`src/rtl/cu_pkg.sv`:
```
// cu_pkg: shared state encoding, select codes and condition evaluation for the multicycle controller
package cu_pkg;
  typedef enum logic [3:0] {
    S_FETCH, S_DECODE, S_MEMADR, S_MEMRD, S_MEMWB,
    S_MEMWR, S_EXECR, S_EXECI, S_ALUWB, S_BRANCH
  } state_e;
  localparam logic [3:0] COND_EQ = 4'd0, COND_NE = 4'd1, COND_CS = 4'd2, COND_CC = 4'd3;
  localparam logic [3:0] COND_MI = 4'd4, COND_PL = 4'd5, COND_VS = 4'd6, COND_VC = 4'd7;
  localparam logic [3:0] COND_HI = 4'd8, COND_LS = 4'd9, COND_GE = 4'd10, COND_LT = 4'd11;
  localparam logic [3:0] COND_GT = 4'd12, COND_LE = 4'd13, COND_AL = 4'd14;
  localparam logic [1:0] SRCB_REG = 2'b00, SRCB_IMM = 2'b01, SRCB_FOUR = 2'b10;
  localparam logic [1:0] RES_ALUOUT = 2'b00, RES_DATA = 2'b01, RES_ALURESULT = 2'b10;
  localparam logic [1:0] OP_DP = 2'b00, OP_MEM = 2'b01, OP_BR = 2'b10;
  function automatic logic cond_holds(input logic [3:0] cond, input logic [3:0] nzcv);
    logic n, z, c, v;
    {n, z, c, v} = nzcv;
    case (cond)
      COND_EQ: cond_holds = z;
      COND_NE: cond_holds = !z;
      COND_CS: cond_holds = c;
      COND_CC: cond_holds = !c;
      COND_MI: cond_holds = n;
      COND_PL: cond_holds = !n;
      COND_VS: cond_holds = v;
      COND_VC: cond_holds = !v;
      COND_HI: cond_holds = c & !z;
      COND_LS: cond_holds = !c | z;
      COND_GE: cond_holds = n == v;
      COND_LT: cond_holds = n != v;
      COND_GT: cond_holds = !z & (n == v);
      COND_LE: cond_holds = z | (n != v);
      COND_AL: cond_holds = 1'b1;
      default: cond_holds = 1'b0;
    endcase
  endfunction
endpackage

```
`src/rtl/cu_cond_logic.sv`:
```
// cu_cond_logic: NZCV flags, latched condition result and gating of architectural writes
module cu_cond_logic
  import cu_pkg::*;
#(
  parameter logic [3:0] PC_REG = 4'd15
) (
  input  logic       clk,
  input  logic       reset,
  input  logic [3:0] cond_i,
  input  logic [3:0] alu_flags_i,
  input  logic [1:0] flag_w_i,
  input  logic [3:0] rd_i,
  input  logic       decode_i,
  input  logic       exec_i,
  input  logic       next_pc_i,
  input  logic       reg_w_i,
  input  logic       mem_w_i,
  input  logic       branch_i,
  output logic       pc_write_o,
  output logic       reg_write_o,
  output logic       mem_write_o
);
  logic [3:0] nzcv_q, nzcv_d;
  logic       cond_ex_q, cond_ex_d;
  logic       pcs;
  always_comb begin
    cond_ex_d = decode_i ? cond_holds(cond_i, nzcv_q) : cond_ex_q;
    nzcv_d = nzcv_q;
    nzcv_d[3:2] = (exec_i && cond_ex_q && flag_w_i[1]) ? alu_flags_i[3:2] : nzcv_q[3:2];
    nzcv_d[1:0] = (exec_i && cond_ex_q && flag_w_i[0]) ? alu_flags_i[1:0] : nzcv_q[1:0];
  end
  always_ff @(posedge clk) begin
    if (reset) begin
      nzcv_q    <= 4'b0000;
      cond_ex_q <= 1'b0;
    end else begin
      nzcv_q    <= nzcv_d;
      cond_ex_q <= cond_ex_d;
    end
  end
  // Reset suppresses every write so an aborted instruction leaves no trace
  always_comb begin
    pcs         = reg_w_i & (rd_i == PC_REG);
    reg_write_o = !reset & reg_w_i & cond_ex_q;
    mem_write_o = !reset & mem_w_i & cond_ex_q;
    pc_write_o  = !reset & (next_pc_i | ((branch_i | pcs) & cond_ex_q));
  end
endmodule

```
`src/rtl/cu_multicycle_ctrl.sv`:
```
// cu_multicycle_ctrl: Moore FSM sequencing fetch/decode/execute/memory/writeback with datapath select decode
module cu_multicycle_ctrl
  import cu_pkg::*;
#(
  parameter int         STATE_W = 4,
  parameter logic [3:0] PC_REG  = 4'd15
) (
  input  logic       clk,
  input  logic       reset,
  input  logic [1:0] Op,
  input  logic [5:0] Funct,
  input  logic [3:0] Rd,
  input  logic [3:0] Cond,
  input  logic [3:0] ALUFlags,
  input  logic [1:0] FlagW,
  output logic       ALUOp,
  output logic       IRWrite,
  output logic       AdrSrc,
  output logic       ALUSrcA,
  output logic [1:0] ALUSrcB,
  output logic [1:0] ResultSrc,
  output logic       PCWrite,
  output logic       RegWrite,
  output logic       MemWrite
);
  logic [STATE_W-1:0] state_q, state_d, s;
  logic               fetch_like, next_pc, reg_w, mem_w, branch;
  logic               unused_funct;
  assign unused_funct = ^Funct[4:1];
  always_comb begin
    state_d = STATE_W'(S_FETCH);
    case (state_q)
      S_FETCH:  state_d = STATE_W'(S_DECODE);
      S_DECODE: state_d = Op == OP_MEM ? STATE_W'(S_MEMADR)
                        : Op == OP_DP  ? (Funct[5] ? STATE_W'(S_EXECI) : STATE_W'(S_EXECR))
                        : Op == OP_BR  ? STATE_W'(S_BRANCH) : STATE_W'(S_FETCH);
      S_MEMADR: state_d = Funct[0] ? STATE_W'(S_MEMRD) : STATE_W'(S_MEMWR);
      S_MEMRD:  state_d = STATE_W'(S_MEMWB);
      S_EXECR:  state_d = STATE_W'(S_ALUWB);
      S_EXECI:  state_d = STATE_W'(S_ALUWB);
      default:  state_d = STATE_W'(S_FETCH);
    endcase
  end
  always_ff @(posedge clk) begin
    if (reset) state_q <= STATE_W'(S_FETCH);
    else       state_q <= state_d;
  end
  // During reset the selects already present the FETCH pattern
  always_comb begin
    s          = reset ? STATE_W'(S_FETCH) : state_q;
    fetch_like = (s == STATE_W'(S_FETCH)) || (s == STATE_W'(S_DECODE));
    ALUOp      = (s == STATE_W'(S_EXECR)) || (s == STATE_W'(S_EXECI));
    IRWrite    = !reset && (s == STATE_W'(S_FETCH));
    AdrSrc     = (s == STATE_W'(S_MEMRD)) || (s == STATE_W'(S_MEMWR));
    ALUSrcA    = fetch_like;
    ALUSrcB    = fetch_like ? SRCB_FOUR
               : ((s == STATE_W'(S_MEMADR)) || (s == STATE_W'(S_EXECI)) || (s == STATE_W'(S_BRANCH))) ? SRCB_IMM
               : SRCB_REG;
    ResultSrc  = (fetch_like || (s == STATE_W'(S_BRANCH))) ? RES_ALURESULT
               : (s == STATE_W'(S_MEMWB)) ? RES_DATA : RES_ALUOUT;
    next_pc    = s == STATE_W'(S_FETCH);
    reg_w      = (s == STATE_W'(S_MEMWB)) || (s == STATE_W'(S_ALUWB));
    mem_w      = s == STATE_W'(S_MEMWR);
    branch     = s == STATE_W'(S_BRANCH);
  end
  cu_cond_logic #(.PC_REG(PC_REG)) u_cond (
    .clk         (clk),
    .reset       (reset),
    .cond_i      (Cond),
    .alu_flags_i (ALUFlags),
    .flag_w_i    (FlagW),
    .rd_i        (Rd),
    .decode_i    (state_q == STATE_W'(S_DECODE)),
    .exec_i      ((state_q == STATE_W'(S_EXECR)) || (state_q == STATE_W'(S_EXECI))),
    .next_pc_i   (next_pc),
    .reg_w_i     (reg_w),
    .mem_w_i     (mem_w),
    .branch_i    (branch),
    .pc_write_o  (PCWrite),
    .reg_write_o (RegWrite),
    .mem_write_o (MemWrite)
  );
endmodule

```
`config.mk`:
```
export PLATFORM = sky130hd
export DESIGN_NAME = cu_multicycle_ctrl
export DESIGN_NICKNAME = d
export VERILOG_FILES = /design/src/rtl/cu_pkg.sv /design/src/rtl/cu_cond_logic.sv /design/src/rtl/cu_multicycle_ctrl.sv
export SDC_FILE = /design/constraint.sdc
export NUM_CORES = 1
export LEC_CHECK = 0
export ABC_AREA = 1
export CORE_UTILIZATION = 43
export DETAILED_ROUTE_END_ITERATION = 8
export PLACE_DENSITY = 0.84
export SLEW_MARGIN = 20
export SYNTH_ARGS = -nofsm -noshare
export SYNTH_HDL_FRONTEND = slang
export SYNTH_SLANG_ARGS = --single-unit
```
`constraint.sdc`:
```
create_clock -name clk -period 2.6 [get_ports clk]
set_input_delay 0.39 -clock clk [delete_from_list [all_inputs] [get_ports clk]]
set_output_delay 0.39 -clock clk [all_outputs]
set_load 0.02 [all_outputs]
```
Word-level counts from Yosys, hierarchy flattened
Index checks and enable logic that the tools add are counted.

Equality and inequality tests: 33. Muxes and demuxes: 12. Bitwise gates (word level): 13. Reduce and logical (&&, ||, !) cells: 22.

Operators by type and width (number): $eq 4x3->1 const B (10); $eq 4x4->1 const B (10); $eq 4x2->1 const B (6); $pmux 4 s5 (1); $mux 4 (4); $pmux 1 s15 (1); $eq 4x1->1 const B (3); $logic_not 4->1 (3); $and 1x1->1 (9); $logic_or 1x1->1 (8); $logic_not 1->1 (5); $logic_and 1x1->1 (4); $mux 2 (2); $or 1x1->1 (4); $mux 1 (3); $mux 3 (1); $eq 2x1->1 const B (1); $eq 2x2->1 const B (1); $logic_not 2->1 (1); $reduce_or 2->1 (1); $eq 1x1->1 (1); $ne 1x1->1 (1).

Register bits after elaboration: 9. Bits of input ports: 24. Logic and storage cells: 84.

Longest topological paths before layout
Gate-level depths: netlist of the first run.

Depth in word-level cells: 8. Depth in mapped cells: 11. Mapped depth without buffers: 11.

Cells and area by module
From an unflattened synthesis of the first run, not the netlist that was laid out.

Cell total of the unflattened synthesis: 144. Area, all modules: 772.0 um^2.

By module, submodules not included: cu_cond_logic (instances 1, cells each 85, area an instance 450.4 um^2); cu_multicycle_ctrl (instances 1, cells each 59, area an instance 321.6 um^2).

Least setup slack after synthesis of the first run
No wires, ideal clock.

Kind: input -> output. Start point: input port reset. End point: output port ResultSrc[0]. Data arrival time: 1.272 ns. Data required time: 2.210 ns. Slack: 0.938 ns. Stages on the path: 5. Path buffers: 1. Cells stage by stage: buf_2 nor2_1 nor2_1 inv_1 nor3_1.

Longest elaborated chain between the ends: 5.

RTL lines: start: declaration (line cu_multicycle_ctrl.sv:9) `input logic reset,`; $mux 4 (*) (line cu_multicycle_ctrl.sv:50) `s = reset ? STATE_W'(S_FETCH) : state_q;`; $eq 4x1->1 / $logic_not 4->1 (equally long branches) (line cu_multicycle_ctrl.sv:51) `fetch_like = (s == STATE_W'(S_FETCH)) || (s == STATE_W'(S_DECODE));`; $logic_or 1x1->1 (line cu_multicycle_ctrl.sv:51); $logic_or 1x1->1 (line cu_multicycle_ctrl.sv:59) `ResultSrc = (fetch_like || (s == STATE_W'(S_BRANCH))) ? RES_ALURESULT`; $mux 2 (*) (line cu_multicycle_ctrl.sv:59); end: declaration (line cu_multicycle_ctrl.sv:21) `output logic [1:0] ResultSrc,`.

Every way passes the cells marked *; elsewhere a longest branch is shown, timed or not.

Worst setup path after layout of the first run
Start point: input port reset. End point: output port IRWrite.

Longest elaborated chain between the ends: 3.

RTL lines: $mux 4 (line cu_multicycle_ctrl.sv:50); $logic_not 4->1 (line cu_multicycle_ctrl.sv:53) `IRWrite = !reset && (s == STATE_W'(S_FETCH));`; $logic_and 1x1->1 (*) (line cu_multicycle_ctrl.sv:53); end: declaration (line cu_multicycle_ctrl.sv:17) `output logic IRWrite,`.

Marked as above.

==> run metrics, run 1 <==
Non-Filler Instances approximately 190; synth unique cells 19; Worst Skew approximately 0.0033 ns; max incr delay on CP just under 0.6 ns; GP Congestion between 0.8 and 0.9; Core Area about 1500 um^2; area growth from synthesis to layout 51.3%; # IOs 35; num rows 14; dominant delay contributor by cell family on the critical path buffers and inverters; DRC Markers 0; dpl ws -0.0340 ns; Max H-tree Level 1; R2R Path Start state_q[3]$_SDFF_PP0_; outcome finished, final reports clean; Clock Latency Late Sink between 0.2 and 0.3 ns; routed len/inst roughly 11 um; clock sink count 9; Cell Area, Synth just over 700 um^2; Yosys reg bits 9; Iter 0 DRT Violations 21; Post-CTS Hold Buffers 0; layout cells sized above 1 7.10%; number of cells on the critical path 8; VDD IR max 0.258 mV; vias in the first global route between 800 and 900; antenna violations before repair 0; width of the chip 43.1 um; Crit path top cell by count nor2_1; DR vias about 940; R2R Setup Slk approximately 1.3 ns; Compound-Gate Fraction of Synth Area roughly 14%; CP required ~2.2 ns; CP Class primary input to primary output; Synth Area in XOR/XNOR 0%; met2 Use GR a little under half; Simple-Gate Fraction of Synth Area around 50%; I/O Buffers 30; number of post-CTS setup repair buffers 0; CP arrival ~2.1 ns; DR pass1 iterations 4; min-delay src u_cond.cond_ex_q$_SDFFE_PP0P_; Vias per Instance between 5 and 6; largest net degree at the start of global routing 8; placed instance count around 180; P_leak ~0.53 nW; final design utilization between 70% and 80%; Num CTS Buffers 3; PwrDens roughly 350 nW/um^2; R2R cell count 5; CTS tree done; met3 GRT Util ~2.6%; CTS Root Cell clkbuf_4; DIE AREA 1860 um^2; slew of the pin with the lowest slew margin roughly 0.25 ns; PnR worst setup slack approximately 0.095 ns; RSZ-0062 raised after global routing no; Tmin final between 2 and 3 ns; Seq/Total Area, Yosys 24.8%; Max clock buf depth 2; CTS resizes 1; Pwr Total slightly below 0.4 mW; crit path capture IRWrite; ranking of synthesized cells by area dfxtp_1 (25%), nand2_1 (19%), nor2_1 (13%); All-Layer GR Usage a little under a quarter; Reg clk slew, reported paths roughly 0.060 ns; worst relative slew slack 83.1%; FF-to-FF End state_q[3]$_SDFF_PP0_; syn avg cell area between 5 and 6 um^2; Min-Delay Path Class flop to flop; worst path buffer plus inverter count 4; worst-path cell chain clkdlybuf4s50_1 > nor2_1 > nor2_1 > inv_1 > nor2_1 > nand2_1 > inv_1 > clkdlybuf4s50_1; endpoints failing hold 0; Total Wirelength 1990 um; Gate Count Post-Synth 133; Initial Utilization a little under half; gr busiest metal met2; Crit Path Max Fanout 6; CP Launch Point reset; Fin Setup TNS 0 ns; Max Clock Freq approximately 400 MHz; met1 Usage GRT 23.6%; syn nets 157; largest family of logic cells by synthesized area simple AND/OR/NAND/NOR gates; HPWL Detailed ~1700 um; Pins Over Slew Limit 0; Max-Cap Viols 0; first-pass GRT wire length about 3200 um; Synth warnings 0; Yosys top cell area share between 20% and 30%; cell taking the most area after synthesis dfxtp_1; Nets 194; die height 43.1 um; post-synthesis adder-cell area fraction 0%; fin crit share a little over nine tenths; CP Launch Type primary input; # setup viols final 0; multiplexer share of the synthesized area 0%; Worst setup EP type primary output; total congestion overflow 0; antenna viol nets, final 0; Critical-path top delay cell clkdlybuf4s50_1; ANT cells 0
worst reg2reg max path, stage by stage, from the launching register on:
cell     delay (ns)
dfxtp_1        0.37
nor2_4         0.19
nand3_2        0.10
or2_1          0.23
or2_1          0.23
a21oi_2        0.12
final cells by class:
cell class	count	area, um^2
clock buffer	4	26.3
fill	129	442
inverter	20	75.1
multi-input combinational	102	462
sequential	9	180
tap	16	20.0
timing repair buffer	34	337
power breakdown:
part / leakage (nW) / internal, mW / switching [mW] / total (mW)
logic: 0.441 / 0.0633 / 0.0648 / 0.128
registers: 0.0731 / 0.144 / 0.00698 / 0.151
clock network: 0.0150 / 0.0592 / 0.0494 / 0.109
state kept, by name (all words and copies together), names as in the netlist:
register          flops
u_cond.nzcv_q         4
u_cond.cond_ex_q      1
state_q               4
metal layers:
layer / up-vias / share of wire, %
met5: - / 0
met4: 0 / 0.50
met3: 2 / 3.4
met2: 25 / 55
met1: 418 / 41
li1: 493 / -
worst min path at each step:
stage | cells after the start | slack (ns) | end
2_1_floorplan | 2 | 0.46 | u_cond.nzcv_q[2]$_SDFFE_PP0P_
3_3_place_gp | 2 | 0.48 | u_cond.cond_ex_q$_SDFFE_PP0P_
3_5_place_dp | 2 | 0.49 | u_cond.cond_ex_q$_SDFFE_PP0P_
4_1_cts | 2 | 0.50 | u_cond.cond_ex_q$_SDFFE_PP0P_
5_1_grt | 2 | 0.51 | u_cond.cond_ex_q$_SDFFE_PP0P_
6_report | 2 | 0.50 | u_cond.cond_ex_q$_SDFFE_PP0P_
synth_stat cells (all sizes together):
cell and n:
nand2 36, nor2 26, inv 20, nand3 13, a21oi 9, dfxtp 9, o21ai 7, nor3 5
buf 2, nand4 2, or2 2, o221ai 1, o22ai 1
per-stage QoR:
stage | instance area (um^2) | hold slack, ns
after CTS | 1090 | 0.500
after detailed placement | 1060 | 0.492
after global placement | 1060 | 0.481
after global routing | 1100 | 0.512
final | 1100 | 0.496
after floorplan | 727 | 0.456
cell families (layout without fill, tap and decap cells):
family                 Yosys count  in the layout
AND/OR/NAND/NOR                 84             84
AO/OA/AOI/OAI                   18             18
flip-flops                       9              9
buffers and inverters           22             58
layout by cell type (no fill, tap or decap), types with 2 or more instances in the layout:
cell type	n
inv_1	19
nand2_1	36
nor3_1	5
nor2_1	24
dlymetal6s2s_1	3
nand3_1	12
clkbuf_4	3
a21oi_1	8
nand4_1	2
or2_1	2
buf_4	4
o21ai_0	6
dfxtp_1	9
clkdlybuf4s50_1	26
(Power assumes the default switching activity.)
==> run 2: changes to the inputs <==
Settings changed: CORE_UTILIZATION 43 to 44, SYNTH_HIERARCHICAL from default to 1.
==> run 2 against run 1 <==
Against the previous run:
- combinational power about the same
- first-iteration DRC count increased by 90%
- clock power shrank 4%
- non-clock buffer count down 2
- hold slack improved by 0.046 ns
- largest power group unchanged
==> run metrics, run 2 <==
outcome finished, final reports clean (unchanged); most frequent cells in the layout nand2_1 (35), clkdlybuf4s50_1 (29), inv_1 (26), nor2_1 (26), nand3_1 (21) (was nand2_1 (36), clkdlybuf4s50_1 (26), nor2_1 (24)); Num CTS Buffers 3 (unchanged); Yosys top cell area share 23.3% (was 24.8%); Pins Over Slew Limit 0 (unchanged); P_leak 0.527 nW (was 0.529 nW); syn avg cell area 5.36 um^2 (was 5.47 um^2); Max Clock Freq 409 MHz (was 399 MHz); slew of the pin with the lowest slew margin 0.284 ns (was 0.251 ns); die height 43.9 um (was 43.1 um); antenna viol nets, final 0 (unchanged); Tmin final 2.45 ns (was 2.50 ns); # IOs 35 (unchanged); CTS resizes 0 (was 1); clock sink count 9 (unchanged); VDD IR max 0.307 mV (was 0.258 mV); RSZ-0062 raised after global routing no (unchanged); fin crit share 94.1% (was 96.3%); R2R cell count 7 (was 5); Synth warnings 6 (was 0); GP Congestion 0.945 (was 0.858); cell taking the most area after synthesis dfxtp_1 (unchanged); HPWL Detailed 1500 um (was 1690 um); Reg clk slew, reported paths 0.06 ns (about the same); CP Class primary input to primary output (unchanged); DIE AREA 1930 um^2 (was 1860 um^2); first-pass GRT wire length 3270 um (was 3220 um); PwrDens 341 nW/um^2 (was 352 nW/um^2); layout cells sized above 1 6.18% (was 7.10%); CTS tree done (unchanged); Max clock buf depth 2 (unchanged); CP arrival 2.06 ns (was 2.11 ns); worst hold stages 2 (unchanged); Post-CTS Hold Buffers 0 (unchanged); num rows 14 (unchanged); width of the chip 43.9 um (was 43.1 um); routed len/inst 9.60 um (was 10.8 um); Reg area 180 um^2 (unchanged); Multi-input gate area 474 um^2 (was 462 um^2); Seq/Total Area, Yosys 23.3% (was 24.8%); DR pass1 iterations 6 (was 4); area growth from synthesis to layout 45.5% (was 51.3%); endpoints failing hold 0 (unchanged); synth unique cells 18 (was 19); number of post-CTS setup repair buffers 0 (unchanged); Fin Setup TNS 0 ns (unchanged); vias in the first global route 832 (was 838); EDFF count, synth 0 (unchanged); Post-synth top cells nand2_1 (35), inv_1 (26), nor2_1 (26) (was nand2_1 (36), nor2_1 (25), inv_1 (19)); # setup viols final 0 (unchanged); Vias per Instance 5.08 (was 5.07); worst relative slew slack 81.1% (was 83.1%); Worst Skew 0.00104 ns (was 0.00332 ns); CP required 2.21 ns (about the same); leading registers by flop count state_q (4), u_cond/nzcv_q (4), u_cond/cond_ex_q (1) (was state_q (4), u_cond.nzcv_q (4), u_cond.cond_ex_q (1)); Yosys reg bits 9 (unchanged); Gate Count Post-Synth 144 (was 133); DRC Markers 0 (unchanged); All-Layer GR Usage 22.5% (was 22.9%); antenna violations before repair 0 (unchanged); CTS Root Cell clkbuf_4 (unchanged); ys async rst share 0% (unchanged); ranking of synthesized cells by area dfxtp_1 (23%), nand2_1 (17%), nand3_1 (14%) (was dfxtp_1 (25%), nand2_1 (19%), nor2_1 (13%)); DR vias 986 (was 938); Core Area 1580 um^2 (was 1540 um^2); Max-Cap Viols 0 (unchanged); Fill cells 139 (was 129); Worst setup EP type primary output (unchanged); Total Wirelength 1860 um (was 1990 um); commonest non-fill, non-tap cell in the layout nand2_1 (unchanged); Clock Latency Late Sink 0.26 ns (about the same); hold slack 0.542 ns (was 0.496 ns); Most used DFF post-synth dfxtp_1 (unchanged); Iter 0 DRT Violations 40 (was 21); ANT cells 0 (unchanged); Crit Path Max Fanout 5 (was 6); most common cell in the netlist nand2_1 (unchanged); Min-Delay Path Class flop to flop (unchanged); I/O Buffers 30 (unchanged); Initial Utilization 49.0% (was 47.2%); largest net degree at the start of global routing 13 (was 8); CP Launch Type primary input (unchanged); Nets 203 (was 194); final design utilization 71.3% (about the same); Cell Area, Synth 772 um^2 (was 727 um^2); syn nets 168 (was 157); total congestion overflow 0 (unchanged); Max H-tree Level 1 (unchanged)
[run 2: cell types whose count changed after synthesis, sizes merged, moves of 4 or more]
cell,delta
inv,+8
a211oi,+5
nor3,-4
nand3,+8
a21oi,-4
o21ai,-4
[run 2: layout make-up]
cell class | count | share of cell area [%]
multi-input combinational | 105 | 42.2
sequential | 9 | 16.0
inverter | 28 | 9.35
clock buffer | 4 | 2.34
timing repair buffer | 32 | 28.3
tap | 16 | 1.78
[run 2: cell families after synthesis]
| family | share of synthesized area [%] |
|---|---|
| simple gates | 48.0 |
| compound gates | 13.5 |
| buf+inv | 15.2 |
| flops | 23.3 |
[run 2: per-stage QoR]
stage / cell area (um^2) / power (mW) / cells / worst slack [ns]
2_1_floorplan: 772 / 0.220 / 144 / 1.02
3_3_place_gp: 1090 / 0.278 / 190 / 0.104
3_5_place_dp: 1090 / 0.281 / 190 / 0.0914
4_1_cts: 1120 / 0.386 / 194 / 0.0847
5_1_grt: 1120 / 0.409 / 194 / 0.00387
6_report: 1120 / 0.383 / 194 / 0.153
[run 2: critical path, cell delays in order]
cell	delay, ns
clkdlybuf4s50_1	0.50
inv_2	0.07
nand2_2	0.09
nand2_2	0.08
a21oi_1	0.17
inv_1	0.06
nor2_1	0.10
clkdlybuf4s50_1	0.60
[run 2: layer usage]
| metal | vias up | part of all wire, % | global-route usage (%) |
|---|---|---|---|
| met5 | - | 0 | 0 |
| met4 | 0 | 2.0 | 12.1 |
| met3 | 6 | 7.2 | 2.08 |
| met2 | 39 | 42 | 33.4 |
| met1 | 417 | 49 | 31.9 |
| li1 | 524 | - | - |
[run 2: worst paths after layout]
kind / start / end / slack, ns
setup / recovery: reset / RegWrite / 0.15
setup reg to reg: state_q[1]$_SDFF_PP0_ / u_cond/cond_ex_q$_SDFFE_PP0P_ / 1.34
hold / removal: u_cond/nzcv_q[1]$_SDFFE_PP0P_ / u_cond/nzcv_q[1]$_SDFFE_PP0P_ / 0.54
hold reg to reg: u_cond/nzcv_q[1]$_SDFFE_PP0P_ / u_cond/nzcv_q[1]$_SDFFE_PP0P_ / 0.54
[run 2: power by group]
part | switching (mW) | internal [mW]
registers | 0.00591 | 0.144
logic | 0.0658 | 0.0622
clock network | 0.0464 | 0.0590
